[config.mk]
export PLATFORM = sky130hd
export DESIGN_NAME = difftest_log_event
export DESIGN_NICKNAME = d
export VERILOG_FILES = /design/src/rtl/difftest_log_event.sv
export SDC_FILE = /design/constraint.sdc
export NUM_CORES = 1
export LEC_CHECK = 0
export ABC_AREA = 1
export BUFFER_PORTS_ARGS = -buffer_cell sky130_fd_sc_hd__buf_2
export CAP_MARGIN = 20
export CORE_ASPECT_RATIO = 1.75
export CORE_MARGIN = 2
export CORE_UTILIZATION = 64
export DETAILED_ROUTE_END_ITERATION = 10
export GPL_TIMING_DRIVEN = 0
export PLACE_DENSITY = 0.87
export SYNTH_ARGS = -nofsm -noshare
export SYNTH_HDL_FRONTEND = slang
export SYNTH_SLANG_ARGS = --single-unit
[constraint.sdc]
create_clock -name clk -period 6.95 [get_ports clk]
set_clock_uncertainty 0.1 [all_clocks]
set_input_delay 0.695 -clock clk [delete_from_list [all_inputs] [get_ports clk]]
set_output_delay 0.695 -clock clk [all_outputs]
set_load 0.03 [all_outputs]
[src/rtl/difftest_log_event.sv]
// Observes one free-running performance counter, accumulates a wrap-safe total
// of its increments and emits a snapshot record whenever the host asks for one.
module difftest_log_event #(
  parameter string NAME        = "event",
  parameter int    VALUE_WIDTH = 32,
  parameter int    ID_WIDTH    = 8,
  parameter int    TOTAL_WIDTH = 64
) (
  input  logic                   clk,
  input  logic                   rst,
  input  logic [ID_WIDTH-1:0]    coreid,
  input  logic [VALUE_WIDTH-1:0] value,
  input  logic                   dump_req,
  output logic                   change_valid,
  output logic [VALUE_WIDTH-1:0] change_delta,
  output logic [15:0]            wrap_count,
  output logic                   dump_valid,
  output logic [ID_WIDTH-1:0]    dump_coreid,
  output logic [TOTAL_WIDTH-1:0] dump_total,
  output logic [VALUE_WIDTH-1:0] dump_last
);

  logic [VALUE_WIDTH-1:0] prev;
  logic [VALUE_WIDTH-1:0] delta;
  logic [TOTAL_WIDTH-1:0] total;
  logic [TOTAL_WIDTH-1:0] totalNext;
  logic                   changed;
  logic                   wrapped;

  // Modular subtraction gives the right increment across an all-ones wrap.
  assign delta     = value - prev;
  assign changed   = (value != prev);
  assign wrapped   = (value < prev);
  assign totalNext = changed ? total + TOTAL_WIDTH'(delta) : total;

  always_ff @(posedge clk or negedge rst) begin
    if (!rst) begin
      prev         <= '0;
      total        <= '0;
      change_valid <= 1'b0;
      change_delta <= '0;
      wrap_count   <= '0;
    end else begin
      prev         <= value;
      total        <= totalNext;
      change_valid <= changed;
      if (changed)
        change_delta <= delta;
      if (wrapped && (wrap_count != 16'hFFFF))
        wrap_count <= wrap_count + 16'd1;
    end
  end

  // The snapshot sees the same-cycle delta so a change and a request coincide cleanly.
  always_ff @(posedge clk or negedge rst) begin
    if (!rst) begin
      dump_valid  <= 1'b0;
      dump_coreid <= '0;
      dump_total  <= '0;
      dump_last   <= '0;
    end else if (dump_req) begin
      dump_valid  <= 1'b1;
      dump_coreid <= coreid;
      dump_total  <= totalNext;
      dump_last   <= value;
    end else begin
      dump_valid  <= 1'b0;
    end
  end

`ifndef SYNTHESIS
  always @(posedge clk) begin
    if (rst && dump_valid)
      $display("[%s] core %0d: %0d", NAME, dump_coreid, dump_total);
  end
`endif

endmodule

# After elaboration in Yosys (flattened, before gate mapping)
# Cells that the tools add are included.
[totals]
rom_bits = 0
memories = 0
latchBits = 0
ram_bits = 0
ff_bits = 250
out_inout_bits = 154
[op_classes]
n_reduce_logical = 1
eq_ne = 2
shifts = 0
n_mux = 2
mul = 0
n_lt_le_gt_ge = 1
n_bitwise = 0
div_mod_pow = 0
addsub = 3
[op_table]
columns = ["op", "n"]
rows = [
  ["adder 64 x 32 -> 64 bit", 1],
  ["2-to-1 mux 64 bit", 1],
  ["less-than comparator 32 bit", 1],
  ["inequality test 32 bit", 1],
  ["subtractor 32 bit", 1],
  ["adder 16 x 1 -> 16 bit (second input constant)", 1],
  ["inequality test 16 bit (second input constant)", 1],
  ["logical AND 1 bit", 1],
  ["2-to-1 mux 1 bit", 1],
]

# Logic depth before layout (Yosys ltp)
[depth]
depth_word = 3
depth_mapped = 30

# Worst setup path after synthesis
# Ideal clock, no wire load.
[synth_path]
path_kind = "input port to flip-flop"
start = "in value[0]"
end = "reg dump_total[60]"
path_stages = 25
t_required_ps = 6733
n_path_buf = 0
setup_time_ps = 117
setup_slack_ps = 3185
arrival_ps = 3548
path_cell_list = "inv_1 > ha_1 > inv_1 > fa_1 > nand3_1 > nand2_1 > a21oi_1 > o21ai_0 > nand2_1 > nand3_1 > and2_1 > ha_1 > nand2_1 > nor2_1 > inv_1 > nor2_1 > nand2_1 > nor2_1 > nand2_1 > nand3_1 > nand2_1 > nand2_1 > nand2_1 > nand2_1 > nand2_1"
[synth_between]
elab_chain_cells = 3
[synth_rtl]
columns = ["item", "line_no", "source"]
rows = [
  ["start: declaration", "12", "input logic [VALUE_WIDTH-1:0] value,"],
  ["subtractor 32 bit", "31", "assign delta = value - prev;"],
  ["via delta[22]", "24", "logic [VALUE_WIDTH-1:0] delta;"],
  ["adder 64 x 32 -> 64 bit", "34", "assign totalNext = changed ? total + TOTAL_WIDTH'(delta) : total;"],
  ["2-to-1 mux 64 bit", "34", ""],
  ["via totalNext[60]", "26", "logic [TOTAL_WIDTH-1:0] totalNext;"],
  ["end signal: assignment", "64", "dump_total <= totalNext;"],
  ["end: declaration", "19", "output logic [TOTAL_WIDTH-1:0] dump_total,"],
]
# The timed path passes the listed nets, and every way through them passes these cells.
# A chain may end at the register's enable or synchronous reset.

# Worst setup path after layout
[layout_path]
start = "in value[0]"
end = "reg dump_total[40]"
# Same word-level chain as after synthesis.

==> out/results.ini <==
[cts]
numCtsBuffers = 23
ctsResizeCount = 0
cts_tree = built
path_clk_slew_ns = 0.07
htreeDepth = 1
clk_path_buf_depth = 3
cts_root_buffer = clkbuf_16
cts.sinks = 250
clk_latency_ns = 0.54

[synth]
synthArstFlopShare_pct = 100
synth_simple_gate_area_share_pct = 36.1
ys_types = 43
synth_area_leaders = dfrtp_1 (41%), nand2_1 (23%), inv_1 (8.0%), ha_1 (5.4%), nand3_1 (4.7%)
synth_compound_area_share_pct = 5.21
syn_avg_cell_area_um2 = 6.92
synth_area_leader_cell = dfrtp_1
synth_fa_ha_area_share_pct = 5.62
seq_area_frac_synth_pct = 40.6
synthMuxAreaShare_pct = 0
yosysWarningCount = 0
yosys_most_used_dff = dfrtp_1
syn-num-nets = 2338
synth_top_family_by_area = simple AND/OR/NAND/NOR gates
synth_top_area_share_pct = 40.6
netlist_area_um2 = 15400
synthXorXnorAreaFrac_pct = 2.56
ys_seq_elements = 250
synthCells = 2227
synth_edf_count = 0

[timing]
slew_violations = 0
setup_viol = 0
post-route-period-util_pct = 64.5
worstMarginPinSlew_ns = 1.13
setup_ws_ns = 2.47
finalHoldViolations = 0
slew-limit-headroom_pct = 24.4
setup_tns_ns = 0
max_freq_mhz = 223
rsz0062_at_grt = no
period_minus_slack_ns = 4.48

[floorplanning]
core_um2 = 23800
start_util_pct = 64.6
die_height_um = 209
die_w_um = 121
die_area_um2 = 25400
num_io_pins = 197
rows = 75

[grt]
grt_pass1_vias = 15500
grt_pass1_wl_um = 82600
grt_antenna_before_repair = 0
grtUsageMet3_pct = 8.46
met2_usage_pct = 74.2
grtUsageMet1_pct = 44.3
grtUsageTotal_pct = 43.1
busiest_layer = met2
grt_max_degree = 120
grt-ovfl-total = 0

[drt]
vias = 15600
drc = 0
drt_iter0_drc = 1079
dr.pass1.iters = 9
postRouteAntennaNets = 0
wl_per_cell_um = 19.3
drt_wl_total_um = 53700
viasPerCell = 5.61

[power_and_ir_drop]
p_seq_share_pct = 30.7
irDropWorstVdd_uv = 284
p_sw_share_pct = 47.2
power_density_nw_per_um2 = 373
p_int_mw = 3.46
netSwitchingPower_mw = 3.10
p_leak_nw = 9.88
clock_power_share_pct = 19.2
comb_power_share_pct = 50.0

[placed_design]
pre_cts_slack_ns = 2.12
portBuffers = 196
place_hpwl_um = 41000
gp_congestion = 0.998

[finish]
synthToLayoutAreaGrowth_pct = 14.2
antenna_cells = 0
drive_gt1_share_pct = 11.8
finalNetCount = 2562

[worst_setup_path]
crit_fanout = 5
worstPathRequired_ns = 7.27
cp.arrival_ns = 4.80
start_kind = primary input
path_class = in -> reg
end_kind = flip-flop

[worst_hold_path]
hp-class = in -> reg

[job]
max-cap-violations = 0

[status]
run_status = complete, no violations

==> per-layer routing <==
layer	share of wire [%]	vias up
met1	34	7199
met2	49	789
met4	10	0
met3	6.6	278
met5	0	-
li1	-	7315
==> final cells by class <==
| class | count | area, um^2 |
|---|---|---|
| buffer | 44 | 272 |
| fill | 1836 | 6250 |
| sequential | 250 | 6260 |
| inverter | 332 | 1250 |
| clock inverter | 6 | 41.3 |
| tap | 308 | 385 |
| clock buffer | 35 | 701 |
| multi-input combinational | 1601 | 7630 |
| timing repair buffer | 199 | 1060 |
==> final timing paths <==
kind                                      startpoint                    endpoint  slack [ns]  depth (start not counted)
max in group asynchronous                        rst  dump_total[32]$_DFFE_PN0P_        5.37                          3
max                                         value[0]  dump_total[40]$_DFFE_PN0P_        2.47                         26
min reg2reg                dump_last[27]$_DFFE_PN0P_   dump_last[27]$_DFFE_PN0P_        0.37                          2
max reg2reg                        prev[0]$_DFF_PN0_  dump_total[40]$_DFFE_PN0P_        2.47                         24
min in group asynchronous                        rst    dump_last[2]$_DFFE_PN0P_        0.48                          2
min                                         value[0]           prev[0]$_DFF_PN0_        0.18                          1
==> cell usage in the layout (no fill, tap or decap), drive strengths merged, types with 30 or more instances in the layout <==
cell type	instances
a21oi	58
buf	225
clkbuf	52
dfrtp	250
ha	66
inv	333
nand2	943
nand3	148
nor2	144
nor3	30
o21ai	61
xor2	31
==> synthesized netlist by cell type (all sizes together), types with 14 or more instances <==
| cell type | count |
|---|---|
| nand2 | 943 |
| xnor2 | 14 |
| o21ai | 61 |
| buf | 27 |
| ha | 66 |
| nand4 | 18 |
| a21oi | 58 |
| nor2 | 144 |
| and2 | 28 |
| nor3 | 30 |
| nand3 | 148 |
| dfrtp | 250 |
| xor2 | 31 |
| clkbuf | 17 |
| or2 | 15 |
| inv | 332 |
==> power groups by stage <==
stage               Combinational (mW)  Clock, mW  Sequential [mW]
global placement                  3.10          0             2.01
CTS                               3.23       1.26             2.00
finish                            3.29       1.26             2.02
floorplan                         1.89          0             2.33
global route                      3.65       1.32             2.03
detailed placement                3.20          0             2.02
==> cell families (layout without fill, tap and decap cells) <==
group	after synthesis	count (layout)
adder cells (fa/ha/maj)	68	68
AND/OR/NAND/NOR	1342	1342
buffers and inverters	376	616
AO/OA/AOI/OAI	146	146
flip-flops	250	250
XOR/XNOR	45	45
==> stage by stage <==
step / area, um^2 / util (%) / std cells / power (mW) / hold slack, ns
2_1_floorplan: 15400 / - / 2227 / 4.22 / 0.299
3_3_place_gp: 16800 / 70.4 / 2731 / 5.11 / 0.348
3_5_place_dp: 16800 / 70.6 / 2733 / 5.22 / 0.353
4_1_cts: 17600 / 73.8 / 2775 / 6.50 / 0.165
5_1_grt: 17600 / 73.8 / 2775 / 7.01 / 0.178
6_report: 17600 / 73.8 / 2775 / 6.57 / 0.177
==> worst max-delay path, cell delays in order <==
cell and delay, ns:
buf_2 0.11, inv_1 0.07, ha_1 0.17, inv_1 0.06, fa_1 0.41, nand3_1 0.09, nand2_1 0.11, a21oi_1 0.36
o21ai_0 0.30, nand2_1 0.15, nand3_1 0.09, and2_1 0.21, ha_1 0.40, nand2_1 0.13, nor2_1 0.25, nand2_1 0.11
nor2_1 0.12, nand2_1 0.06, nand3_1 0.16, nand2_1 0.07, nand2_1 0.28, nand2_1 0.09, nand2_1 0.08, nand2_1 0.10
nand2_1 0.09, nand2_1 0.05
==> state kept, by name (all words and copies together) (netlist names) <==
| register | count |
|---|---|
| dump_total | 64 |
| total | 64 |
| change_delta | 32 |
| dump_last | 32 |
| prev | 32 |
| wrap_count | 16 |
| dump_coreid | 8 |
| change_valid | 1 |
| dump_valid | 1 |
==> what timing repair did <==
item,4_1_cts,5_1_grt
setup buffers,0,0
endpoints found under the hold margin,15,0
hold buffers,1,0
No activity file was read; power rests on OpenSTA's default activity.
